<file path="src/rtl/sd_spi_responder_if.sv">
// SPI pin bundle of the SD responder plus its command-status outputs.
// The master modport is the host/bench side; slave is the card side.
interface sd_spi_responder_if;
  logic       spi_clk;
  logic       spi_di;
  logic       spi_cs;
  logic       spi_do;
  logic       cmd_valid;
  logic [5:0] cmd_index;
  logic       card_ready;

  modport master (
    output spi_clk, spi_di, spi_cs,
    input  spi_do, cmd_valid, cmd_index, card_ready
  );

  modport slave (
    input  spi_clk, spi_di, spi_cs,
    output spi_do, cmd_valid, cmd_index, card_ready
  );
endinterface

</file>
<file path="src/rtl/sd_spi_responder.sv">
// SPI-mode SD card responder: oversampled SCLK/CS/MOSI, 48-bit command decode, R1/R3/R7 replies on MISO.
// Define SD_RESP_CRC_EN to check the CRC7 of incoming commands (CRC field ignored otherwise).
//
// state       | meaning
// RX_HUNT     | waiting for a start bit (MOSI low on rising SCLK); blocked while TX busy
// RX_FRAME    | shifting in the remaining 47 command bits
// TX_IDLE     | MISO held high
// TX_FILL     | NCR filler bits (all ones) on falling SCLK
// TX_RESP     | response bytes shifted out MSB first on falling SCLK
// CARD_UNINIT | only CMD0 is answered
// CARD_IDLE   | initialising; R1 idle bit set
// CARD_READY  | ACMD41 sequence complete
module sd_spi_responder #(
  parameter int unsigned NCR_BYTES  = 1,
  parameter int unsigned BUSY_COUNT = 3,
  parameter logic [31:0] OCR_VALUE  = 32'hC0FF_8000
) (
  input  logic              clk,
  input  logic              rst_n,
  sd_spi_responder_if.slave bus
);

  localparam logic [6:0] FILL_BITS = 7'(NCR_BYTES * 8);
  localparam logic [7:0] BUSY_LIM  = 8'(BUSY_COUNT);

  typedef enum logic       {RX_HUNT, RX_FRAME} rx_state_t;
  typedef enum logic [1:0] {TX_IDLE, TX_FILL, TX_RESP} tx_state_t;
  typedef enum logic [1:0] {CARD_UNINIT, CARD_IDLE, CARD_READY} card_state_t;

  logic [1:0] sclk_sync_q, cs_sync_q, di_sync_q;
  logic       sclk_dly_q;
  logic       sclk_s, cs_s, di_s, sclk_rise, sclk_fall;

  assign sclk_s    = sclk_sync_q[1];
  assign cs_s      = cs_sync_q[1];
  assign di_s      = di_sync_q[1];
  assign sclk_rise = sclk_s & ~sclk_dly_q;
  assign sclk_fall = ~sclk_s & sclk_dly_q;

  rx_state_t   rx_state_q, rx_state_d;
  logic [5:0]  rx_cnt_q, rx_cnt_d;
  logic [45:0] rx_sr_q, rx_sr_d;
  tx_state_t   tx_state_q, tx_state_d;
  logic [6:0]  tx_cnt_q, tx_cnt_d;
  logic [39:0] tx_sr_q, tx_sr_d;
  logic        tx_long_q, tx_long_d;
  logic        spi_do_q, spi_do_d;
  logic        cmd_valid_q, cmd_valid_d;
  logic [5:0]  cmd_index_q, cmd_index_d;
  logic        card_ready_q, card_ready_d;
  card_state_t card_q, card_d;
  logic [7:0]  busy_q, busy_d;
  logic        app_q, app_d;

  // Full frame on the final rising edge: bits 46..1 from the shifter, bit 0 live.
  logic [46:0] frame;
  logic [5:0]  f_idx;
  logic [31:0] f_arg;
  logic        crc_bad;

  assign frame = {rx_sr_q, di_s};
  assign f_idx = frame[45:40];
  assign f_arg = frame[39:8];

  logic        idle_bit, respond, long_resp;
  logic [7:0]  r1;
  logic [31:0] resp_word;

`ifdef SD_RESP_CRC_EN
  logic [6:0] crc_q, crc_d;
  logic       unused_arg_hi;

  function automatic logic [6:0] crc7_step(input logic [6:0] crc, input logic b);
    logic fb;
    fb = b ^ crc[6];
    return {crc[5:0], 1'b0} ^ (fb ? 7'h09 : 7'h00);
  endfunction

  assign crc_bad       = (crc_q != frame[7:1]);
  assign unused_arg_hi = ^f_arg[31:12];

  // The start bit is zero and leaves the CRC at zero, so HUNT simply holds it cleared.
  always_comb begin
    crc_d = crc_q;
    if (cs_s || rx_state_q == RX_HUNT) begin
      crc_d = '0;
    end else if (sclk_rise && rx_cnt_q <= 6'd39) begin
      crc_d = crc7_step(crc_q, di_s);
    end
  end

  always_ff @(posedge clk or negedge rst_n) begin
    if (!rst_n) crc_q <= '0;
    else        crc_q <= crc_d;
  end
`else
  logic unused_bits;

  assign crc_bad     = 1'b0;
  assign unused_bits = ^{f_arg[31:12], frame[7:1]};
`endif

  always_comb begin
    rx_state_d  = rx_state_q;
    rx_cnt_d    = rx_cnt_q;
    rx_sr_d     = rx_sr_q;
    tx_state_d  = tx_state_q;
    tx_cnt_d    = tx_cnt_q;
    tx_sr_d     = tx_sr_q;
    tx_long_d   = tx_long_q;
    spi_do_d    = spi_do_q;
    cmd_valid_d = 1'b0;
    cmd_index_d = cmd_index_q;
    card_d      = card_q;
    busy_d      = busy_q;
    app_d       = app_q;
    idle_bit    = (card_q != CARD_READY);
    r1          = {7'd0, idle_bit};
    resp_word   = 32'hFFFF_FFFF;
    respond     = 1'b0;
    long_resp   = 1'b0;

    if (cs_s) begin
      rx_state_d = RX_HUNT;
      rx_cnt_d   = '0;
      tx_state_d = TX_IDLE;
      tx_cnt_d   = '0;
      spi_do_d   = 1'b1;
    end else begin
      case (rx_state_q)
        RX_HUNT: begin
          if (sclk_rise && !di_s && tx_state_q == TX_IDLE) begin
            rx_state_d = RX_FRAME;
            rx_cnt_d   = 6'd1;
          end
        end
        RX_FRAME: begin
          if (sclk_rise) begin
            if (rx_cnt_q == 6'd47) begin
              rx_state_d = RX_HUNT;
              rx_cnt_d   = '0;
              if (frame[46] && frame[0]) begin
                cmd_valid_d = 1'b1;
                cmd_index_d = f_idx;
                app_d       = 1'b0;
                respond     = 1'b1;
                if (crc_bad) begin
                  r1 = 8'h08 | {7'd0, idle_bit};
                end else if (f_idx == 6'd0) begin
                  card_d = CARD_IDLE;
                  busy_d = '0;
                  r1     = 8'h01;
                end else if (card_q == CARD_UNINIT) begin
                  respond = 1'b0;
                end else begin
                  case (f_idx)
                    6'd8: begin
                      long_resp = 1'b1;
                      resp_word = {20'h0, f_arg[11:0]};
                    end
                    6'd55: app_d = 1'b1;
                    6'd41: begin
                      if (!app_q) begin
                        r1 = 8'h04 | {7'd0, idle_bit};
                      end else if (busy_q < BUSY_LIM) begin
                        r1     = 8'h01;
                        busy_d = busy_q + 8'd1;
                      end else begin
                        card_d = CARD_READY;
                        r1     = 8'h00;
                      end
                    end
                    6'd58: begin
                      long_resp = 1'b1;
                      resp_word = {card_q == CARD_READY, OCR_VALUE[30:0]};
                    end
                    default: r1 = 8'h04 | {7'd0, idle_bit};
                  endcase
                end
                if (respond) begin
                  tx_state_d = TX_FILL;
                  tx_cnt_d   = FILL_BITS;
                  tx_sr_d    = {r1, resp_word};
                  tx_long_d  = long_resp;
                end
              end
            end else begin
              rx_sr_d  = {rx_sr_q[44:0], di_s};
              rx_cnt_d = rx_cnt_q + 6'd1;
            end
          end
        end
        default: rx_state_d = RX_HUNT;
      endcase

      case (tx_state_q)
        TX_FILL: begin
          if (sclk_fall) begin
            if (tx_cnt_q != '0) begin
              spi_do_d = 1'b1;
              tx_cnt_d = tx_cnt_q - 7'd1;
            end else begin
              spi_do_d   = tx_sr_q[39];
              tx_sr_d    = {tx_sr_q[38:0], 1'b1};
              tx_state_d = TX_RESP;
              tx_cnt_d   = tx_long_q ? 7'd39 : 7'd7;
            end
          end
        end
        TX_RESP: begin
          if (sclk_fall) begin
            if (tx_cnt_q != '0) begin
              spi_do_d = tx_sr_q[39];
              tx_sr_d  = {tx_sr_q[38:0], 1'b1};
              tx_cnt_d = tx_cnt_q - 7'd1;
            end else begin
              spi_do_d   = 1'b1;
              tx_state_d = TX_IDLE;
            end
          end
        end
        default: ;
      endcase
    end

    card_ready_d = (card_d == CARD_READY);
  end

  always_ff @(posedge clk or negedge rst_n) begin
    if (!rst_n) begin
      sclk_sync_q  <= '0;
      cs_sync_q    <= 2'b11;
      di_sync_q    <= 2'b11;
      sclk_dly_q   <= 1'b0;
      rx_state_q   <= RX_HUNT;
      rx_cnt_q     <= '0;
      rx_sr_q      <= '0;
      tx_state_q   <= TX_IDLE;
      tx_cnt_q     <= '0;
      tx_sr_q      <= '1;
      tx_long_q    <= 1'b0;
      spi_do_q     <= 1'b1;
      cmd_valid_q  <= 1'b0;
      cmd_index_q  <= '0;
      card_ready_q <= 1'b0;
      card_q       <= CARD_UNINIT;
      busy_q       <= '0;
      app_q        <= 1'b0;
    end else begin
      sclk_sync_q  <= {sclk_sync_q[0], bus.spi_clk};
      cs_sync_q    <= {cs_sync_q[0], bus.spi_cs};
      di_sync_q    <= {di_sync_q[0], bus.spi_di};
      sclk_dly_q   <= sclk_s;
      rx_state_q   <= rx_state_d;
      rx_cnt_q     <= rx_cnt_d;
      rx_sr_q      <= rx_sr_d;
      tx_state_q   <= tx_state_d;
      tx_cnt_q     <= tx_cnt_d;
      tx_sr_q      <= tx_sr_d;
      tx_long_q    <= tx_long_d;
      spi_do_q     <= spi_do_d;
      cmd_valid_q  <= cmd_valid_d;
      cmd_index_q  <= cmd_index_d;
      card_ready_q <= card_ready_d;
      card_q       <= card_d;
      busy_q       <= busy_d;
      app_q        <= app_d;
    end
  end

  assign bus.spi_do     = spi_do_q;
  assign bus.cmd_valid  = cmd_valid_q;
  assign bus.cmd_index  = cmd_index_q;
  assign bus.card_ready = card_ready_q;

endmodule

</file>
<file path="src/flat_wrapper.sv">
// flat-port wrapper written by rule: the top's interface ports become plain ports
module sd_spi_responder_flat 
#(
  parameter int unsigned NCR_BYTES  = 1,
  parameter int unsigned BUSY_COUNT = 3,
  parameter logic [31:0] OCR_VALUE  = 32'hC0FF_8000
)
  (clk, rst_n, bus_spi_clk, bus_spi_di, bus_spi_cs, bus_spi_do, bus_cmd_valid, bus_cmd_index, bus_card_ready);
  sd_spi_responder_if bus_i ();
  input  logic clk;
  input  logic rst_n;
  input wire logic [$bits(bus_i.spi_clk)-1:0] bus_spi_clk;
  input wire logic [$bits(bus_i.spi_di)-1:0] bus_spi_di;
  input wire logic [$bits(bus_i.spi_cs)-1:0] bus_spi_cs;
  output wire logic [$bits(bus_i.spi_do)-1:0] bus_spi_do;
  output wire logic [$bits(bus_i.cmd_valid)-1:0] bus_cmd_valid;
  output wire logic [$bits(bus_i.cmd_index)-1:0] bus_cmd_index;
  output wire logic [$bits(bus_i.card_ready)-1:0] bus_card_ready;
  assign bus_i.spi_clk = bus_spi_clk;
  assign bus_i.spi_di = bus_spi_di;
  assign bus_i.spi_cs = bus_spi_cs;
  assign bus_spi_do = bus_i.spi_do;
  assign bus_cmd_valid = bus_i.cmd_valid;
  assign bus_cmd_index = bus_i.cmd_index;
  assign bus_card_ready = bus_i.card_ready;
  sd_spi_responder #(.NCR_BYTES(NCR_BYTES), .BUSY_COUNT(BUSY_COUNT), .OCR_VALUE(OCR_VALUE)) u_core (.clk(clk), .rst_n(rst_n), .bus(bus_i));
endmodule
</file>
<file path="config.mk">
export PLATFORM = sky130hd
export DESIGN_NAME = sd_spi_responder_flat
export DESIGN_NICKNAME = d
export VERILOG_FILES = /design/src/rtl/sd_spi_responder_if.sv /design/src/rtl/sd_spi_responder.sv /design/src/flat_wrapper.sv
export SDC_FILE = /design/constraint.sdc
export NUM_CORES = 1
export LEC_CHECK = 0
export CORE_MARGIN = 10
export CORE_UTILIZATION = 25
export DETAILED_ROUTE_END_ITERATION = 10
export GPL_TIMING_DRIVEN = 1
export SYNTH_ARGS = -nofsm -noshare
export SYNTH_HDL_FRONTEND = slang
export SYNTH_SLANG_ARGS = --single-unit
</file>
<file path="constraint.sdc">
create_clock -name clk -period 2.5 [get_ports clk]
set_input_delay 0.375 -clock clk [delete_from_list [all_inputs] [get_ports clk]]
set_output_delay 0.375 -clock clk [all_outputs]
set_load 0.05 [all_outputs]
</file>
-- Word-level counts from Yosys, hierarchy flattened
Cells that the tools add are included.
- add/subtract/negate cells: 3
- multipliers: 0
- div/mod/pow operators: 0
- magnitude comparators: 1
- equal/unequal tests: 15
- shifts and indexed selects: 0
- muxes and demuxes: 90
- bitwise operators: 7
- reductions and logical operators: 20
- operator list (operator ; number):
    $mux 40 ; 9
    $pmux 40 s2 ; 1
    $mux 7 ; 10
    $mux 32 ; 2
    $mux 8 ; 8
    $pmux 32 s2 ; 1
    $mux 2 ; 20
    $mux 6 ; 5
    $mux 1 ; 28
    $eq 6x6->1 const B ; 4
    $pmux 8 s2 ; 1
    $pmux 7 s2 ; 1
    $ne 3x1->1 const B ; 4
    $pmux 6 s2 ; 1
    $reduce_and 9->1 ; 1
    $add 8x1->8 const B ; 1
    $lt 8x2->1 const B ; 1
    $reduce_bool 7->1 ; 1
    $sub 7x1->7 const B ; 1
    $add 6x1->6 const B ; 1
    $eq 2x2->1 const B ; 3
    $eq 6x4->1 const B ; 1
    $logic_not 6->1 ; 1
    $reduce_and 6->1 ; 1
    18 further kinds ; 29
- register bits: 130
- latch bits: 0
- memory bits (writable): 0
- bits in read-only memories: 0
- input bits: 5
- output and inout port bits: 9
- logic and storage cells: 154
- memories kept: 0

-- Depth between registers and ports, before layout
- word-level depth: 17
- depth in mapped cells: 9

-- Worst setup path before layout
Ideal clock, no wire load.
- path kind: register to register
- start point: register u_core.tx_state_q[0] (netlist name)
- end point: register u_core.rx_sr_q[0]
- setup time: 0.125 ns
- arrival: 2.129 ns
- required time: 2.375 ns
- setup slack: 0.246 ns
- stages on the path, launching flop included: 10
- path buffers: 2
- clock period less this slack: 2.254 ns
- cells stage by stage: dfrtp_1 inv_1 ha_1 nor4bb_1 nor2_1 and2_0 or2_2 clkbuf_1 clkbuf_1 mux2_2
- RTL lines (item ; line ; source):
    end signal: assignment ; sd_spi_responder.sv:256 ; rx_sr_q <= rx_sr_d;
    end: declaration ; sd_spi_responder.sv:42 ; logic [45:0] rx_sr_q, rx_sr_d;

-- Worst setup path after layout
- start point: register u_core.tx_state_q[0]
- end point: register u_core.tx_sr_q[34]
- cells in the longest elaborated chain, start to end: 2
- elaborated cells between the ends (all ways): 3
- ends and longest elaborated chain (item ; line ; source):
    start: declaration ; sd_spi_responder.sv:43 ; tx_state_t tx_state_q, tx_state_d;
    start signal: assignment ; sd_spi_responder.sv:257 ; tx_state_q <= tx_state_d;
    $eq 2x2->1 or $eq 2x1->1 (tied branches) ; sd_spi_responder.sv:196 ; case (tx_state_q)
    $pmux 40 s2 * ; sd_spi_responder.sv:196 ;
    end signal: assignment ; sd_spi_responder.sv:259 ; tx_sr_q <= tx_sr_d;
    end: declaration ; sd_spi_responder.sv:45 ; logic [39:0] tx_sr_q, tx_sr_d;
Every way passes the cells marked *; elsewhere a longest branch is shown, timed or not.
A chain may end at the register's enable or synchronous reset.

==> run_results.csv <==
group,metric,value,unit
status,outcome,"finished clean",
clocking,numCtsBuffers,17,
global_route,grt_pass1_vias,4586,
yosys,syn_area,6330,um^2
finish,regArea,3310,um^2
routing,dr.pass1.iters,5,
routing,final_antenna_net_count,0,
routing,wl,13200,um
routing,viasPerCell,4.82,
finish,final_core_util,30.0,%
finish,syn2layout_area_growth,18.7,%
sta,hold_violations,0,
critical_path,path_depth,8,
place,placed_area,6970,um^2
sta,final.setup.tns,0,ps
sta,grt_setup_unrepaired,"no",
sta,slew_violations,0,
routing,routedWlPerCell,14.2,um
pwr,ir_drop,0.000438,V
finish,fin_area,7520,um^2
yosys,synthFlopType,"dfrtp_1",
sta,period_needed,2340,ps
sta,max_clock_freq,428,MHz
die,die_w,179,um
critical_path,path_delay_family,"compound AO/OA/AOI/OAI gates",
yosys,ys_ff_latch,130,
global_route,grt_use_total,8.81,%
die,die_h,179,um
finish,layout_common_cells,"dfrtp_1 (85), mux2_2 (54), dfstp_2 (45), a21oi_1 (34)",
critical_path,crit_path_end_kind,"flop",
critical_path,rr_startpoint,"u_core.tx_state_q[0]",
critical_path,required,2840,ps
critical_path,critPathLaunchType,"flop",
global_route,grt.busiest_layer,"met2",
critical_path,r2r_cells,8,
global_route,antenna_found_initial,0,
sta,slew_headroom,58.7,%
yosys,ys_async_sr_fraction,100,%
place,port_buffers,13,
clocking,cts.sinks,130,
clocking,path_clk_slew,60,ps
routing,drt_iter0_markers,269,
clocking,h-tree-depth,4,
die,fp.coreArea,25000,um^2
pwr,total_power,4460,uW
critical_path,startpoint,"u_core.tx_state_q[0]",
pwr,p_leak,0.00317,uW
yosys,syn_area_per_cell,11.5,um^2
clocking,cts_tree,"done",
finish,drive_above_1_share,33.7,%
critical_path,r2r_end,"u_core.tx_sr_q[34]",
clocking,root_buffer,"clkbuf_16",
sta,setup_viol,0,
critical_path,rrSetupSlack,160,ps
critical_path,crit_type,"flop to flop",
place,dp.cells,890,
critical_path,cp_max_fo,7,
critical_path,slowest_delay,370,ps
global_route,grt_max_degree,59,
finish,layout_commonest_cell,"dfrtp_1",
finish,multiInputGateArea,2810,um^2
yosys,yosysSeqAreaShare,52.2,%
hold_path,holdCritPathClass,"flop to flop",
die,io_pins,14,
global_route,met3_usage,2.27,%
finish,n_fill_cell,2555,
yosys,synth_edf_count,0,
critical_path,cp-endpoint,"u_core.tx_sr_q[34]",
routing,vias,4447,
global_route,grt_pass1_wl,23000,um
global_route,grt.met2_usage,13.7,%
routing,drcViolationCount,0,
run,maxCapViolations,0,
die,die-area,32100,um^2
global_route,use_met1,11.1,%
clocking,ctsLongestPathBuffers,2,
sta,tightest_slew,620,ps
critical_path,worstPathArrival,2670,ps
place,gp_congestion,0.835,
finish,nets,591,
critical_path,critPathSlowestCell,"o21ai_1",
clocking,clock_latency,420,ps
place,hpwlAfterDp,8460,um
pwr,p_per_area,594,nW/um^2
yosys,yosys.cell_types.count,66,
die,start_util,25.3,%
finish,num_antenna_cells,0,
global_route,grt-ovfl-total,0,
yosys,syn_inst,553,
critical_path,path_cells,"inv_1, ha_1, and3b_1, o21ai_0, o21ai_1, buf_4, o21ai_2, a221o_1",
yosys,synth_nets,564,
critical_path,path_buf_inv,2,
sta,finClkSkew,10.4,ps
sta,fin_crit_sh,93.5,%
yosys,yosys_warnings,0,
finish,instances_no_fill,923,
die,rows,58,
==> registers in the layout, summed over array words and instances (netlist names), 2 cells and up <==
register              cells
u_core.di_sync_q          2
u_core.tx_sr_q           40
u_core.tx_state_q         2
u_core.busy_q             8
u_core.card_q             2
u_core.cs_sync_q          2
u_core.bus.cmd_index      6
u_core.rx_cnt_q           6
u_core.sclk_sync_q        2
u_core.tx_cnt_q           7
u_core.rx_sr_q           46
==> cells in the mapped netlist (6+ instances only) <==
master,n,area (um^2)
o32a_1,7,70.1
nor2b_1,10,62.6
o21ai_0,20,100
a211oi_1,8,60.1
clkbuf_1,20,75.1
o22a_1,8,70.1
nand2_1,29,109
dfstp_2,45,1180
nand3_1,9,45.0
o211ai_1,29,218
a21oi_1,35,175
nor2_1,25,93.8
a2bb2oi_2,10,150
o31ai_1,8,60.1
a21oi_2,16,140
dfrtp_1,85,2130
buf_1,7,26.3
inv_1,14,52.6
ha_1,6,75.1
a22o_1,7,61.3
nor3_1,7,35.0
mux2_2,54,608
o22ai_1,7,43.8
and2_1,13,81.3
==> worst register-to-register path: cells and delay by family, from the launching register on <==
family,cells,cell delay [ps]
AOI/OAI and AO/OA,4,970
DFF,1,340
adders and majority gates,1,340
and+or+nand+nor,1,320
buffers and inverters,2,290
==> repair_timing <==
| item | in CTS | in global routing |
|---|---|---|
| cloned | 0 | 0 |
| resized for setup | 1 | 4 |
| setup buffers | 0 | 0 |
| hold buffers | 1 | 0 |
| endpoints found under the setup margin | 1 | 20 |
| endpoints found under the hold margin | 29 | 0 |
==> worst min-delay path by stage <==
stage,startpoint,endpoint,slack [ps],depth (start not counted)
after floorplan,rst_n,u_core.app_q,80,0
after global placement,u_core.sclk_sync_q[0],u_core.sclk_sync_q[1],340,0
after detailed placement,u_core.sclk_sync_q[0],u_core.sclk_sync_q[1],340,0
after CTS,bus_spi_cs,u_core.cs_sync_q[0],340,1
after global routing,bus_spi_di,u_core.di_sync_q[0],360,1
final,u_core.sclk_sync_q[0],u_core.sclk_sync_q[1],350,0
==> metrics by stage <==
stage | hold WS, ps | worst slack (ps)
2_1_floorplan | 79.4 | 246
3_3_place_gp | 338 | 121
3_5_place_dp | 336 | 48.2
4_1_cts | 343 | 112
5_1_grt | 362 | 17.5
6_report | 353 | 163
==> power breakdown <==
group / switching [uW] / internal [uW] / leakage, uW
logic: 83.0 / 40.9 / 0.00127
registers: 17.9 / 2140 / 0.00164
clock network: 851 / 1330 / 0.000258
total: 952 / 3510 / 0.00317
==> metal layers <==
metal	share of wire [%]	up-vias
met5	0	-
met4	2.3	0
met3	3.7	24
met2	46	81
met1	48	2217
li1	-	2125
==> logic make-up after synthesis <==
family          Yosys count  share of synthesized area [%]
simple gates            128                           10.9
mux                      56                           9.92
buf+inv                  50                           3.77
fa+ha+maj                 6                           1.19
flops                   130                           52.2
compound gates          183                           22.0
==> final cells by class <==
cell class                      instances  share of cell area, %
Tap cell                              330                   5.49
Inverter                               14                  0.699
Clock inverter                          6                  0.433
Multi-Input combinational cell        373                   37.3
Clock buffer                           26                   6.51
Timing Repair Buffer                   44                   5.54
Sequential cell                       130                   44.0
(Power assumes the default switching activity.)
